$ cat config.mk
export PLATFORM = sky130hd
export DESIGN_NAME = pipe_ctrl
export DESIGN_NICKNAME = d
export VERILOG_FILES = /design/src/rtl/pipe_pkg.sv /design/src/rtl/pipe_ctrl_hazard_detect.sv /design/src/rtl/pipe_ctrl.sv
export SDC_FILE = /design/constraint.sdc
export NUM_CORES = 1
export LEC_CHECK = 0
export ABC_AREA = 0
export CAP_MARGIN = 40
export CORE_AREA = 2 2 46 48
export DETAILED_ROUTE_END_ITERATION = 8
export DIE_AREA = 0 0 48 50
export PLACE_DENSITY = 0.81
export SETUP_SLACK_MARGIN = 0.2
export SLEW_MARGIN = 20
export SYNTH_ARGS = -nofsm -noshare
export SYNTH_HDL_FRONTEND = slang
export SYNTH_SLANG_ARGS = --single-unit
$ cat constraint.sdc
create_clock -name clk -period 2 [get_ports clk]
set_input_delay 0.4 -clock clk [delete_from_list [all_inputs] [get_ports clk]]
set_output_delay 0.4 -clock clk [all_outputs]
set_load 0.03 [all_outputs]
$ cat src/rtl/pipe_pkg.sv
// Shared types and constants for the pipeline sequencing controller.
// Contents: FSM state encoding, stage-control bundle ordering, MD_LAT range limits.
// Also holds the helper that derives the mul/div counter reload value.
package pipe_pkg;

    typedef enum logic {
        RUN     = 1'b0,
        MD_BUSY = 1'b1
    } md_state_t;

    // Stage-control bundle: load enables first (PC towards WB), then clears in the same order.
    typedef struct packed {
        logic pc_en;
        logic if_id_en;
        logic id_ex_en;
        logic ex_mem_en;
        logic mem_wb_en;
        logic if_id_r;
        logic id_ex_r;
        logic ex_mem_r;
        logic mem_wb_r;
    } stage_ctl_t;

    localparam int MD_LAT_MIN = 2;
    localparam int MD_LAT_MAX = 255;

    // Normal advance: everything loads, nothing clears.
    localparam stage_ctl_t CTL_ADVANCE = '{
        pc_en: 1'b1, if_id_en: 1'b1, id_ex_en: 1'b1, ex_mem_en: 1'b1, mem_wb_en: 1'b1,
        if_id_r: 1'b0, id_ex_r: 1'b0, ex_mem_r: 1'b0, mem_wb_r: 1'b0
    };

    // Held while reset is asserted: nothing loads, every stage register is cleared.
    localparam stage_ctl_t CTL_RESET = '{
        pc_en: 1'b0, if_id_en: 1'b0, id_ex_en: 1'b0, ex_mem_en: 1'b0, mem_wb_en: 1'b0,
        if_id_r: 1'b1, id_ex_r: 1'b1, ex_mem_r: 1'b1, mem_wb_r: 1'b1
    };

    // Reload value for the occupancy counter; out-of-range latencies are clamped
    // so the counter can never start at 0 or overflow its 8 bits.
    function automatic logic [7:0] md_cnt_load(input int lat);
        int lat_c;
        lat_c = lat;
        if (lat_c < MD_LAT_MIN) lat_c = MD_LAT_MIN;
        if (lat_c > MD_LAT_MAX) lat_c = MD_LAT_MAX;
        return 8'(lat_c - 1);
    endfunction

endpackage

$ cat src/rtl/pipe_ctrl_hazard_detect.sv
// Load-use hazard comparator: flags an ID source that depends on a load in EX.
// Ports: ID source indices + use flags, EX destination index + load flag in; hazard flag out.
// Purely combinational, no latency; x0 as a destination never flags a hazard.
module hazard_detect
    import pipe_pkg::*;
#(
    parameter int RW = 5
) (
    input  logic [RW-1:0] i_id_rs1,
    input  logic [RW-1:0] i_id_rs2,
    input  logic          i_id_rs1_used,
    input  logic          i_id_rs2_used,
    input  logic [RW-1:0] i_ex_rd,
    input  logic          i_ex_mem_read,
    output logic          o_load_use
);

    logic w_rd_nonzero;
    logic w_rs1_hit;
    logic w_rs2_hit;

    assign w_rd_nonzero = (i_ex_rd != '0);
    assign w_rs1_hit    = i_id_rs1_used && (i_id_rs1 == i_ex_rd);
    assign w_rs2_hit    = i_id_rs2_used && (i_id_rs2 == i_ex_rd);
    assign o_load_use   = i_ex_mem_read && w_rd_nonzero && (w_rs1_hit || w_rs2_hit);

endmodule

$ cat src/rtl/pipe_ctrl.sv
// Pipeline sequencing controller: per-stage load enables / sync clears for a 5-stage core.
// Ports: ID/EX/MEM hazard info in; pc_en, *_en, *_r (Mealy, same cycle) and md_busy (registered) out.
// Stall priority: memory wait > mul/div occupancy > branch flush > load-use. Optional macro
// PIPE_CTRL_PERF_EN adds stall_cycles / flush_count counters.
module pipe_ctrl
    import pipe_pkg::*;
#(
    parameter int MD_LAT = 4,
    parameter int RW     = 5
) (
    input  logic          clk,
    input  logic          r_n,
    input  logic [RW-1:0] id_rs1,
    input  logic [RW-1:0] id_rs2,
    input  logic          id_rs1_used,
    input  logic          id_rs2_used,
    input  logic [RW-1:0] ex_rd,
    input  logic          ex_mem_read,
    input  logic          ex_md_start,
    input  logic          ex_branch_taken,
    input  logic          mem_access,
    input  logic          dmem_ready,
    output logic          pc_en,
    output logic          if_id_en,
    output logic          id_ex_en,
    output logic          ex_mem_en,
    output logic          mem_wb_en,
    output logic          if_id_r,
    output logic          id_ex_r,
    output logic          ex_mem_r,
    output logic          mem_wb_r,
    output logic          md_busy
`ifdef PIPE_CTRL_PERF_EN
    ,
    output logic [31:0]   stall_cycles,
    output logic [31:0]   flush_count
`endif
);

    localparam logic [7:0] MD_CNT_LOAD = md_cnt_load(MD_LAT);

    md_state_t  r_state;
    md_state_t  w_next_state;
    logic [7:0] r_md_cnt;
    logic [7:0] w_next_cnt;
    stage_ctl_t w_ctl;
    logic       w_load_use;
    logic       w_mem_stall;
    logic       w_md_occupy;
    logic       w_flush;

    hazard_detect #(
        .RW (RW)
    ) u_hazard_detect (
        .i_id_rs1      (id_rs1),
        .i_id_rs2      (id_rs2),
        .i_id_rs1_used (id_rs1_used),
        .i_id_rs2_used (id_rs2_used),
        .i_ex_rd       (ex_rd),
        .i_ex_mem_read (ex_mem_read),
        .o_load_use    (w_load_use)
    );

    assign w_mem_stall = mem_access && !dmem_ready;
    // ex_md_start only matters in RUN; in MD_BUSY the counter alone decides.
    assign w_md_occupy = ((r_state == RUN) && ex_md_start) ||
                         ((r_state == MD_BUSY) && (r_md_cnt != 8'd1));

    always_comb begin
        w_ctl        = CTL_ADVANCE;
        w_next_state = r_state;
        w_next_cnt   = r_md_cnt;
        w_flush      = 1'b0;

        if (w_mem_stall) begin
            // Freeze everything up to EX/MEM and feed a bubble into WB; FSM holds.
            w_ctl.pc_en     = 1'b0;
            w_ctl.if_id_en  = 1'b0;
            w_ctl.id_ex_en  = 1'b0;
            w_ctl.ex_mem_en = 1'b0;
            w_ctl.mem_wb_r  = 1'b1;
        end else if (w_md_occupy) begin
            // Mul/div holds EX; EX/MEM takes a bubble while MEM/WB drains.
            w_ctl.pc_en    = 1'b0;
            w_ctl.if_id_en = 1'b0;
            w_ctl.id_ex_en = 1'b0;
            w_ctl.ex_mem_r = 1'b1;
            if (r_state == RUN) begin
                w_next_state = MD_BUSY;
                w_next_cnt   = MD_CNT_LOAD;
            end else begin
                w_next_cnt = r_md_cnt - 8'd1;
            end
        end else begin
            // Release (if busy) is a normal advance that still honours flush/load-use.
            if (r_state == MD_BUSY) begin
                w_next_state = RUN;
                w_next_cnt   = 8'd0;
            end
            if (ex_branch_taken) begin
                w_ctl.if_id_r = 1'b1;
                w_ctl.id_ex_r = 1'b1;
                w_flush       = 1'b1;
            end else if (w_load_use) begin
                w_ctl.pc_en    = 1'b0;
                w_ctl.if_id_en = 1'b0;
                w_ctl.id_ex_r  = 1'b1;
            end
        end

        // Reset overrides the combinational outputs immediately, not just at the next edge.
        if (!r_n) begin
            w_ctl   = CTL_RESET;
            w_flush = 1'b0;
        end
    end

    always_ff @(posedge clk or negedge r_n) begin
        if (!r_n) begin
            r_state  <= RUN;
            r_md_cnt <= 8'd0;
        end else begin
            r_state  <= w_next_state;
            r_md_cnt <= w_next_cnt;
        end
    end

    assign md_busy   = (r_state == MD_BUSY);

    assign pc_en     = w_ctl.pc_en;
    assign if_id_en  = w_ctl.if_id_en;
    assign id_ex_en  = w_ctl.id_ex_en;
    assign ex_mem_en = w_ctl.ex_mem_en;
    assign mem_wb_en = w_ctl.mem_wb_en;
    assign if_id_r   = w_ctl.if_id_r;
    assign id_ex_r   = w_ctl.id_ex_r;
    assign ex_mem_r  = w_ctl.ex_mem_r;
    assign mem_wb_r  = w_ctl.mem_wb_r;

`ifdef PIPE_CTRL_PERF_EN
    logic [31:0] r_stall_cycles;
    logic [31:0] r_flush_count;

    always_ff @(posedge clk or negedge r_n) begin
        if (!r_n) begin
            r_stall_cycles <= 32'd0;
            r_flush_count  <= 32'd0;
        end else begin
            if (!w_ctl.pc_en) r_stall_cycles <= r_stall_cycles + 32'd1;
            if (w_flush)      r_flush_count  <= r_flush_count + 32'd1;
        end
    end

    assign stall_cycles = r_stall_cycles;
    assign flush_count  = r_flush_count;
`endif

endmodule

# --- After elaboration in Yosys (flattened, before gate mapping) ---
# Cells that the tools add are included.
op_classes:
  reduce_logical: 13
  addsub: 1
  bitwise_logic: 2
  eq_ne: 3
  mux: 17
ops:
  columns: ["cell", "n"]
  rows:
  - ["$mux W8", 3]
  - ["$eq A5 B5 Y1", 2]
  - ["$mux W9", 1]
  - ["$mux W2", 4]
  - ["$ne A8 B1 Y1 const B", 1]
  - ["$sub A8 B1 Y8 const B", 1]
  - ["$logic_and A1 B1 Y1", 7]
  - ["$mux W1", 7]
  - ["$mux W3", 2]
  - ["$reduce_bool A5 Y1", 1]
  - ["$logic_or A1 B1 Y1", 2]
  - ["$not A1 Y1", 2]
  - ["$reduce_and A2 Y1", 1]
  - ["$reduce_bool A2 Y1", 1]
  - ["$logic_not A1 Y1", 1]
word_totals:
  reg_bits: 9
  elab_cells: 38

# --- Depth between registers and ports, before layout ---
# Gate-level depths: netlist of the first run.
depth:
  word_depth: 9
  mapped_depth: 7
  depth_no_buf: 6

# --- Hierarchy ---
# A second synthesis of the first run with hierarchy kept.
unflattened:
  hier_cells: 86
  hier_area_um2: 765.7
by_module_without_submodules:
  columns: ["module", "n_inst", "cells_per_inst", "area_per_inst_um2"]
  rows:
  - ["pipe_ctrl", 1, 69, 631.9]
  - ["hazard_detect", 1, 17, 133.9]

# --- Least setup slack after synthesis of the first run ---
# Ideal clock, no wire load.
synth_path:
  path_type: "flip-flop to output port"
  start: "register r_md_cnt[1]"
  end: "output pc_en"
  t_required_ps: 1600
  path_slack_ps: -308
  arrival_ps: 1908
  stages_incl_launch_ff: 8
  n_path_buf: 1
  path_cell_list: "dfrtp_1 inv_1 ha_1 nor2b_1 a41o_2 and3_1 o31a_1 buf_4"
synth_via:
  elab_chain_cells: 6
synth_rtl:
  columns: ["element", "line", "rtl"]
  rows:
  - ["start, declared", "pipe_ctrl.sv:44", "logic [7:0] r_md_cnt;"]
  - ["start signal, assigned", "pipe_ctrl.sv:124", "r_md_cnt <= w_next_cnt;"]
  - ["$ne A8 B1 Y1", "pipe_ctrl.sv:67", "((r_state == MD_BUSY) && (r_md_cnt != 8'd1));"]
  - ["$logic_and A1 B1 Y1", "pipe_ctrl.sv:67", null]
  - ["$logic_or A1 B1 Y1", "pipe_ctrl.sv:66", "assign w_md_occupy = ((r_state == RUN) && ex_md_start) ||"]
  - ["$mux W2", "pipe_ctrl.sv:82", "end else if (w_md_occupy) begin"]
  - ["$mux W3", "pipe_ctrl.sv:75", "if (w_mem_stall) begin"]
  - ["$mux W9", "pipe_ctrl.sv:112", "if (!r_n) begin"]
  - ["end, declared", "pipe_ctrl.sv:23", "output logic pc_en,"]
# No other way between the ends.

# --- Worst setup path after layout of the first run ---
layout_path:
  start: "register r_md_cnt[1]"
  end: "output if_id_en"
layout_via:
  elab_chain_cells: 6
layout_rtl:
  columns: ["element", "line", "rtl"]
  rows:
  - ["$ne A8 B1 Y1", "pipe_ctrl.sv:67", null]
  - ["$logic_and A1 B1 Y1", "pipe_ctrl.sv:67", null]
  - ["$logic_or A1 B1 Y1", "pipe_ctrl.sv:66", null]
  - ["$mux W2", "pipe_ctrl.sv:82", null]
  - ["$mux W3", "pipe_ctrl.sv:75", null]
  - ["$mux W9", "pipe_ctrl.sv:112", null]
  - ["end, declared", "pipe_ctrl.sv:24", "output logic if_id_en,"]
# No other way between the ends.

==> results of run 1 <==
worst paths after layout:
kind | from | depth (start not counted) | slack, ns | endpoint
max | r_md_cnt[1]$_DFFE_PN0P_ | 7 | -0.17 | if_id_en
min in group clk | r_md_cnt[6]$_DFFE_PN0P_ | 2 | 0.58 | r_md_cnt[6]$_DFFE_PN0P_
min | r_n | 2 | 0.51 | md_busy$_DFFE_PN0N_
max reg2reg | r_md_cnt[1]$_DFFE_PN0P_ | 14 | -0.15 | r_md_cnt[6]$_DFFE_PN0P_
max in group asynchronous | r_n | 2 | 1.33 | r_md_cnt[0]$_DFFE_PN0P_
min reg2reg | r_md_cnt[6]$_DFFE_PN0P_ | 2 | 0.58 | r_md_cnt[6]$_DFFE_PN0P_
per-stage QoR:
| stage | setup slack, ns | total power [mW] | instance area, um2 |
|---|---|---|---|
| after CTS | -0.145 | 1.40 | 1380 |
| after floorplan | -0.110 | 0.754 | 742 |
| after global placement | -0.445 | 0.952 | 1130 |
| final | -0.171 | 1.48 | 1410 |
| after global routing | -0.264 | 1.58 | 1410 |
| after detailed placement | -0.471 | 0.974 | 1130 |
report_power, final:
part           switching, mW  internal [mW]  total [mW]  leakage [nW]
clock                 0.0726         0.0773       0.150        0.0150
sequential            0.0962          0.268       0.364         0.108
combinational          0.443          0.526       0.969         0.537
cell families (layout without fill, tap and decap cells):
family	after synthesis	count (layout)	share of synthesized area
and+or+nand+nor	37	37	0.301
xor gates and xnor gates	13	13	0.160
AOI/OAI and AO/OA	14	14	0.143
adders and majority gates	2	2	0.0352
DFF	9	9	0.317
buffers and inverters	6	67	0.0440
timing repair:
action                                  CTS  global route
pin swaps                                12             2
endpoints found under the setup margin    9            12
cloned                                    0             0
setup buffers                            14             3
gates resized for setup                  60             3
cell usage after synthesis (2+ instances only):
cell      count
or3_1         2
nand3_1       4
a21oi_1       3
xor2_1       11
nor2b_1       2
nand2_1       7
ha_1          2
o21ai_0       3
xnor2_1       2
a22o_1        2
nor2_1        9
nor4_1        2
nand2b_1      2
dfrtp_1       9
inv_1         3
buf_4         2
state kept, by name (all words and copies together) (netlist names):
name / cells
r_md_cnt: 8
md_busy: 1
routing by layer:
metal  share of wire  routed length [um]  track usage
met5               0                   0            0
met4           0.017                  42       0.0405
met3           0.055                 133       0.0330
met2            0.58                1400        0.413
met1            0.35                 832        0.204
critical path: cells and delay by family (launching register included):
kind,cells,cell delay (ns)
buffers and inverters,2,0.23
DFF,1,0.40
AOI/OAI and AO/OA,2,0.42
and+or+nand+nor,2,0.33
adders and majority gates,1,0.12
area by class of cell:
type                            instances  share of cell area
Inverter                                3             0.00797
Multi-Input combinational cell         66               0.416
Sequential cell                         9               0.160
Tap cell                               27              0.0239
Clock buffer                            4              0.0186
Timing Repair Buffer                   60               0.373
==> impl_metrics.toml, run 1 <==
[outcome]
status = "finished, violations left"
violations = "negative setup slack"

[detailed_routing]
drt_iter0_markers = 11
drc = 0
via_count = 857
viasPerCell = 5.07
wl_per_cell_um = 14.2
first_pass_iters = 4
ant_nets = 0
wl_um = 2410

[finish]
layout_commonest_cell = "buf_4"
final_cell_mix = "buf_4, xor2_1, buf_6"
utilization = 0.743
nets = 169
multi_input_area_um2 = 588
fin_cells = 169
num_antenna_cells = 0
area_growth_pct = 98.8
drive_above_1_share = 0.472
fill_cells = 133
seq_area_um2 = 226

[floorplan]
fp.dieArea_um2 = 2400
rows = 16
io_pins = 34
core_area_um2 = 1900
die_x_um = 48
die_y_um = 50
start_util = 0.374

[pwr]
power_leakage_nw = 0.659
p_per_area_nw_per_um2 = 1050
peakVddDrop_mv = 0.565

[yosys]
synth-seq-cells = 9
synth_nets = 107
yosysWarnings = 0
seq_area_frac_synth = 0.317
synth_edf_count = 0
syn-instance-count = 81
avgSynthCellArea_um2 = 8.77
synth_ff_type = "dfrtp_1"
synth_cell_types = 32
synthArstFlopShare = 1.00
synth_largest_area_cell = "dfrtp_1"
syn_area_um2 = 711
synth_area_leaders = "dfrtp_1, xor2_1, nor2_1, nand2_1, ha_1"
synth_top_area_frac = 0.317

[cts]
tritoncts = "built"
clock_latency_ns = 0.27
clock-sinks = 9
clockRootBuffer = "clkbuf_4"
clkTransAtPathRegs_ns = 0.07
htreeDepth = 1
ctsHoldBuffers = 0
numCtsBuffers = 3
ctsLongestPathBuffers = 2

[worst_setup_path]
cp_slowest_cell = "dfrtp_1"
worstPathMaxFanout = 4
cp.required_ns = 1.60
endpoint_kind = "output port"
crit_path_cell_trace = "inv_2 > ha_4 > nor2b_4 > a41o_4 > and3_4 > o31a_1 > buf_6"
worstSetupPathType = "reg -> out"
crit_path_start_kind = "flip-flop"
slowest_delay_ns = 0.40
critPathArrivalTime_ns = 1.77

[job]
maxCapViolations = 0

[global_route]
grt_usage = 0.207
grt_first_pass_wirelength_um = 3550
grt_pass1_vias = 867
antenna_found_initial = 0
grt_max_degree = 10
grt_overflow_total = 0

[placed_design]
place_congestion = 0.849
dp.cells = 148
dp_hpwl_um = 1510
io_buffers = 33

[sta]
fin_crit_sh = 1.09
setup_viol = 10
rsz0062_at_grt = "yes"
finalHoldViolCount = 0
whs_ns = 0.508
finClkSkew_ns = 0.00374
worstMarginPinSlew_ns = 0.294
slew_headroom = 0.805
layout_setup_ws_ns = -0.171
clock.fmax_mhz = 461
min_period_ns = 2.17
fin_tns_setup_ns = -1.19
drv_slew = 0

[hold_path]
hp-class = "in -> async"
(Power assumes the default switching activity.)
==> run 2: changes to the inputs <==
Settings changed: CORE_AREA 2 2 46 48 to 2 2 43 45, DIE_AREA 0 0 48 50 to 0 0 45 47, DONT_BUFFER_PORTS from default to 1, PLACE_DENSITY 0.81 to 0.64.
==> run 2 against run 1 <==
  * The flow still finishes with violations (negative setup slack)
  * Wire length down 25%
  * Critical endpoint is now pc_en
  * Sequential share of layout area is 5.9 points higher
  * Clock power decreased by 3%
  * Core utilization decreased by 12 points
  * Sequential power barely moved
  * Hold slack gained 0.0010 ns
  * Largest cell class unchanged
  * Final cell count fell by 28%
  * Clock-buffer cell count unchanged
==> impl_metrics.toml, run 2 (same netlist as run 1, synthesis figures left out) <==
[worst_setup_path]
crit_path_start_kind = "flip-flop"
cp_slowest_cell = "dfrtp_1"
endpoint_kind = "output port"
cp.required_ns = 1.60
crit_path_cell_trace = "inv_2 > ha_4 > nor2b_4 > a41o_4 > and3_4 > o31a_1 > buf_4"
worstPathMaxFanout = 4
worstSetupPathType = "reg -> out"
slowest_delay_ns = 0.39
critPathArrivalTime_ns = 1.73

[hold_path]
hp-class = "in -> async"

[placed_design]
dpl_cell_area_um2 = 807
place_congestion = 0.758
io_buffers = 0
dp_hpwl_um = 1210

[floorplan]
io_pins = 34
rows = 15
die_x_um = 45
start_util = 0.430
die_y_um = 47
core_area_um2 = 1650
fp.dieArea_um2 = 2120

[finish]
final_cell_mix = "buf_4, xor2_1, nor2_1, dfrtp_1, nand2_1"
num_antenna_cells = 0
largest-register = "r_md_cnt"
nets = 132
layout_commonest_cell = "buf_4"
finalInstanceArea_um2 = 1030
drive_above_1_share = 0.419
area_growth_pct = 44.7
largest_reg_flops = 8

[global_route]
grt_max_degree = 10
grt_pass1_vias = 731
grt_first_pass_wirelength_um = 2950
antenna_found_initial = 0
grt_usage = 0.196
grt_overflow_total = 0

[sta]
setup_viol = 7
worstMarginPinSlew_ns = 0.550
min_period_ns = 2.13
rsz0062_at_grt = "yes"
layout_setup_ws_ns = -0.130
whs_ns = 0.509
drv_slew = 0
slew_headroom = 0.633
fin_tns_setup_ns = -0.543
clock.fmax_mhz = 469
fin_crit_sh = 1.07
finClkSkew_ns = 0.00214
finalHoldViolCount = 0

[outcome]
status = "finished, violations left"
violations = "negative setup slack"

[detailed_routing]
wl_um = 1790
ant_nets = 0
first_pass_iters = 4
drc = 0
wl_per_cell_um = 14.7
drt_iter0_markers = 14
viasPerCell = 5.77
via_count = 704

[pwr]
internal_power_mw = 0.791
p_sw_frac = 0.412
p_switching_mw = 0.554
seq_power_share = 0.269
clock_power_share = 0.109
combPwrFrac = 0.622
p_per_area_nw_per_um2 = 1310
peakVddDrop_mv = 0.822
power_leakage_nw = 0.468

[cts]
tritoncts = "built"
clock_latency_ns = 0.26
clock-sinks = 9
numCtsBuffers = 3
clkTransAtPathRegs_ns = 0.06
clockRootBuffer = "clkbuf_4"
htreeDepth = 1
ctsLongestPathBuffers = 2

[job]
maxCapViolations = 0
==> run 2: per-layer routing <==
| metal | share of wire | vias up | track usage |
|---|---|---|---|
| met2 | 0.52 | 42 | 0.360 |
| met5 | 0 | - | 0 |
| met3 | 0.060 | 5 | 0.0269 |
| met4 | 0.025 | 0 | 0.106 |
| met1 | 0.40 | 327 | 0.219 |
| li1 | - | 330 | - |
==> run 2: final timing paths <==
path                       depth (start not counted)                     from  slack, ns                       to
min in group clk                                   2  r_md_cnt[6]$_DFFE_PN0P_       0.58  r_md_cnt[6]$_DFFE_PN0P_
hold reg to reg                                    2  r_md_cnt[6]$_DFFE_PN0P_       0.58  r_md_cnt[6]$_DFFE_PN0P_
max in group asynchronous                          1                      r_n       1.19      md_busy$_DFFE_PN0N_
setup reg to reg                                  13  r_md_cnt[1]$_DFFE_PN0P_      -0.06  r_md_cnt[6]$_DFFE_PN0P_
hold / removal                                     1                      r_n       0.51  r_md_cnt[1]$_DFFE_PN0P_
setup / recovery                                   7  r_md_cnt[1]$_DFFE_PN0P_      -0.13                    pc_en
==> run 2: final cells by class <==
type / count / area, um2
repair buffers: 23 / 183
well taps: 17 / 21.3
fillers: 139 / 623
inverters: 3 / 11.3
clock buffers: 4 / 26.3
multi-input cells: 66 / 562
flip-flops and latches: 9 / 225
==> run 2: repair_timing <==
item / CTS / global route
hold endpoints to repair: 9 / 0
hold buffers: 1 / 0
pin swaps: 6 / 3
resized for setup: 17 / 2
setup endpoints to repair: 6 / 10
setup buffers: 11 / 2
gates cloned: 0 / 0
==> run 2: per-stage QoR <==
step,std cells,worst slack (ns),total power [mW],utilization
5_1_grt,122,-0.197,1.45,0.623
2_1_floorplan,81,-0.110,0.754,-
4_1_cts,120,-0.147,1.29,0.609
6_report,122,-0.130,1.34,0.623
3_3_place_gp,104,0.0601,0.860,0.489
3_5_place_dp,104,0.0126,0.880,0.489
==> run 2: power groups by stage <==
stage | registers [mW] | clock network [mW] | logic (mW)
2_1_floorplan | 0.356 | 0 | 0.398
3_3_place_gp | 0.356 | 0 | 0.504
3_5_place_dp | 0.362 | 0 | 0.518
4_1_cts | 0.357 | 0.150 | 0.781
5_1_grt | 0.376 | 0.160 | 0.917
6_report | 0.362 | 0.146 | 0.837
==> run 2: worst max-delay path, delay by kind of cell, from the launching register on <==
family	cells	cell delay (ns)
flops	1	0.39
fa+ha+maj	1	0.12
simple gates	2	0.33
compound gates	2	0.37
buf+inv	2	0.24
==> run 3: changes to the inputs <==
Settings changed: PLACE_DENSITY 0.64 to 0.68.
==> run 3 against run 2 <==
  * Critical path depth is the same
  * Clock power is essentially flat
  * Final cell count grew 2.5%
  * Largest power group unchanged
  * Largest cell class unchanged
  * Clock-buffer cell count is the same
  * Global-route usage grew 1.0 points
  * Hold slack is essentially flat
  * The flow still finishes with violations (negative setup slack)
  * Die area is the same
==> impl_metrics.toml, run 3 (same netlist as run 1, synthesis figures left out) <==
[outcome]
status = "finished, violations left"
violations = "negative setup slack"

[cts]
ctsLongestPathBuffers = 2
clockRootBuffer = "clkbuf_4"
clock_latency_ns = 0.27
numCtsBuffers = 3
clkTransAtPathRegs_ns = 0.06
clock-sinks = 9
tritoncts = "built"
htreeDepth = 1

[sta]
slew_headroom = 0.658
rsz0062_at_grt = "yes"
fin_tns_setup_ns = -0.576
layout_setup_ws_ns = -0.138
drv_slew = 0
min_period_ns = 2.14
setup_viol = 5
worstMarginPinSlew_ns = 0.513
fin_crit_sh = 1.07
finalHoldViolCount = 0
finClkSkew_ns = 0.000778
clock.fmax_mhz = 468

[finish]
fill_cells = 131
finalInstanceArea_um2 = 1060
largest-register = "r_md_cnt"
largest_reg_flops = 8
area_growth_pct = 49.6
num_antenna_cells = 0
nets = 135
multi_input_area_um2 = 562
final_cell_mix = "buf_4, xor2_1, nor2_1, dfrtp_1, nand2_1"
layout_commonest_cell = "buf_4"
drive_above_1_share = 0.426
seq_area_um2 = 225

[global_route]
grt_usage = 0.206
grt_overflow_total = 0
grt_first_pass_wirelength_um = 3020
antenna_found_initial = 0
grt_max_degree = 10
grt_pass1_vias = 692

[detailed_routing]
wl_um = 1920
first_pass_iters = 4
drc = 0
wl_per_cell_um = 15.4
viasPerCell = 5.58
ant_nets = 0
via_count = 697
drt_iter0_markers = 13

[hold_path]
hp-class = "in -> async"

[floorplan]
core_area_um2 = 1650
start_util = 0.430
rows = 15
fp.dieArea_um2 = 2120
die_x_um = 45
die_y_um = 47
io_pins = 34

[placed_design]
dpl_cell_area_um2 = 812
place_congestion = 0.756
dp_hpwl_um = 1210
io_buffers = 0

[worst_setup_path]
crit_path_start_kind = "flip-flop"
cp.required_ns = 1.60
critPathArrivalTime_ns = 1.74
endpoint_kind = "output port"
worstSetupPathType = "reg -> out"
worstPathMaxFanout = 4

[pwr]
power_leakage_nw = 0.479
p_per_area_nw_per_um2 = 1320
peakVddDrop_mv = 0.749

[job]
maxCapViolations = 0
==> run 3: cell count changes in the layout (fill, tap and decap cells not counted) <==
cell	previous run	this run
nand2_4	2	1
nand2_1	4	5
buf_4	20	22
buf_12	0	1
nand3_4	0	1
nand3_2	2	1
==> run 3: repair_timing <==
action | CTS | global route
pin swaps | 7 | 3
hold buffers | 1 | 0
setup buffers | 12 | 5
setup endpoints to repair | 6 | 10
endpoints found under the hold margin | 9 | 0
gates resized for setup | 14 | 4
==> run 3: worst max-delay path, cell delays in order, from the launching register on <==
cell and delay [ns]:
dfrtp_1 0.40, inv_2 0.08, ha_4 0.12, nor2b_4 0.15
a41o_4 0.22, and3_4 0.18, o31a_1 0.18, buf_12 0.15
==> run 3: per-stage QoR <==
step / total power, mW / std cells / utilization / hold slack (ns) / worst slack (ns)
3_3_place_gp: 0.872 / 103 / 0.492 / 0.105 / 0.0569
2_1_floorplan: 0.754 / 81 / - / 0.104 / -0.110
6_report: 1.41 / 125 / 0.644 / 0.510 / -0.138
5_1_grt: 1.51 / 125 / 0.644 / 0.550 / -0.219
3_5_place_dp: 0.887 / 103 / 0.492 / 0.105 / 0.0272
4_1_cts: 1.30 / 120 / 0.610 / 0.506 / -0.122
==> run 3: final cells by class <==
| class | instances | area share |
|---|---|---|
| flip-flops and latches | 9 | 0.212 |
| well taps | 17 | 0.0200 |
| repair buffers | 26 | 0.205 |
| multi-input cells | 66 | 0.528 |
| inverters | 3 | 0.0106 |
| clock buffers | 4 | 0.0247 |
==> run 3: final timing paths <==
kind / from / to / slack [ns] / cells past startpoint
worst max-delay path: r_md_cnt[1]$_DFFE_PN0P_ / if_id_en / -0.14 / 7
worst min-delay path: r_n / r_md_cnt[3]$_DFFE_PN0P_ / 0.51 / 1
worst max register to register: r_md_cnt[1]$_DFFE_PN0P_ / r_md_cnt[6]$_DFFE_PN0P_ / -0.05 / 13
worst min register to register: r_md_cnt[6]$_DFFE_PN0P_ / r_md_cnt[6]$_DFFE_PN0P_ / 0.58 / 2
max in group asynchronous: r_n / md_busy$_DFFE_PN0N_ / 1.19 / 1
min in group clk: mem_access / md_busy$_DFFE_PN0N_ / 0.54 / 3
==> run 3: where the power goes <==
part	internal [mW]	switching [mW]	leakage [nW]	total, mW
sequential	0.266	0.0909	0.109	0.357
clock	0.0772	0.0708	0.0150	0.148
combinational	0.493	0.408	0.355	0.901
==> run 3: routing by layer <==
metal  up-vias  routed length [um]  track usage
li1        340                   -            -
met2        36                1010        0.369
met5         -                   0            0
met3         4                 147       0.0192
met4         0                  55        0.141
met1       317                 704        0.233
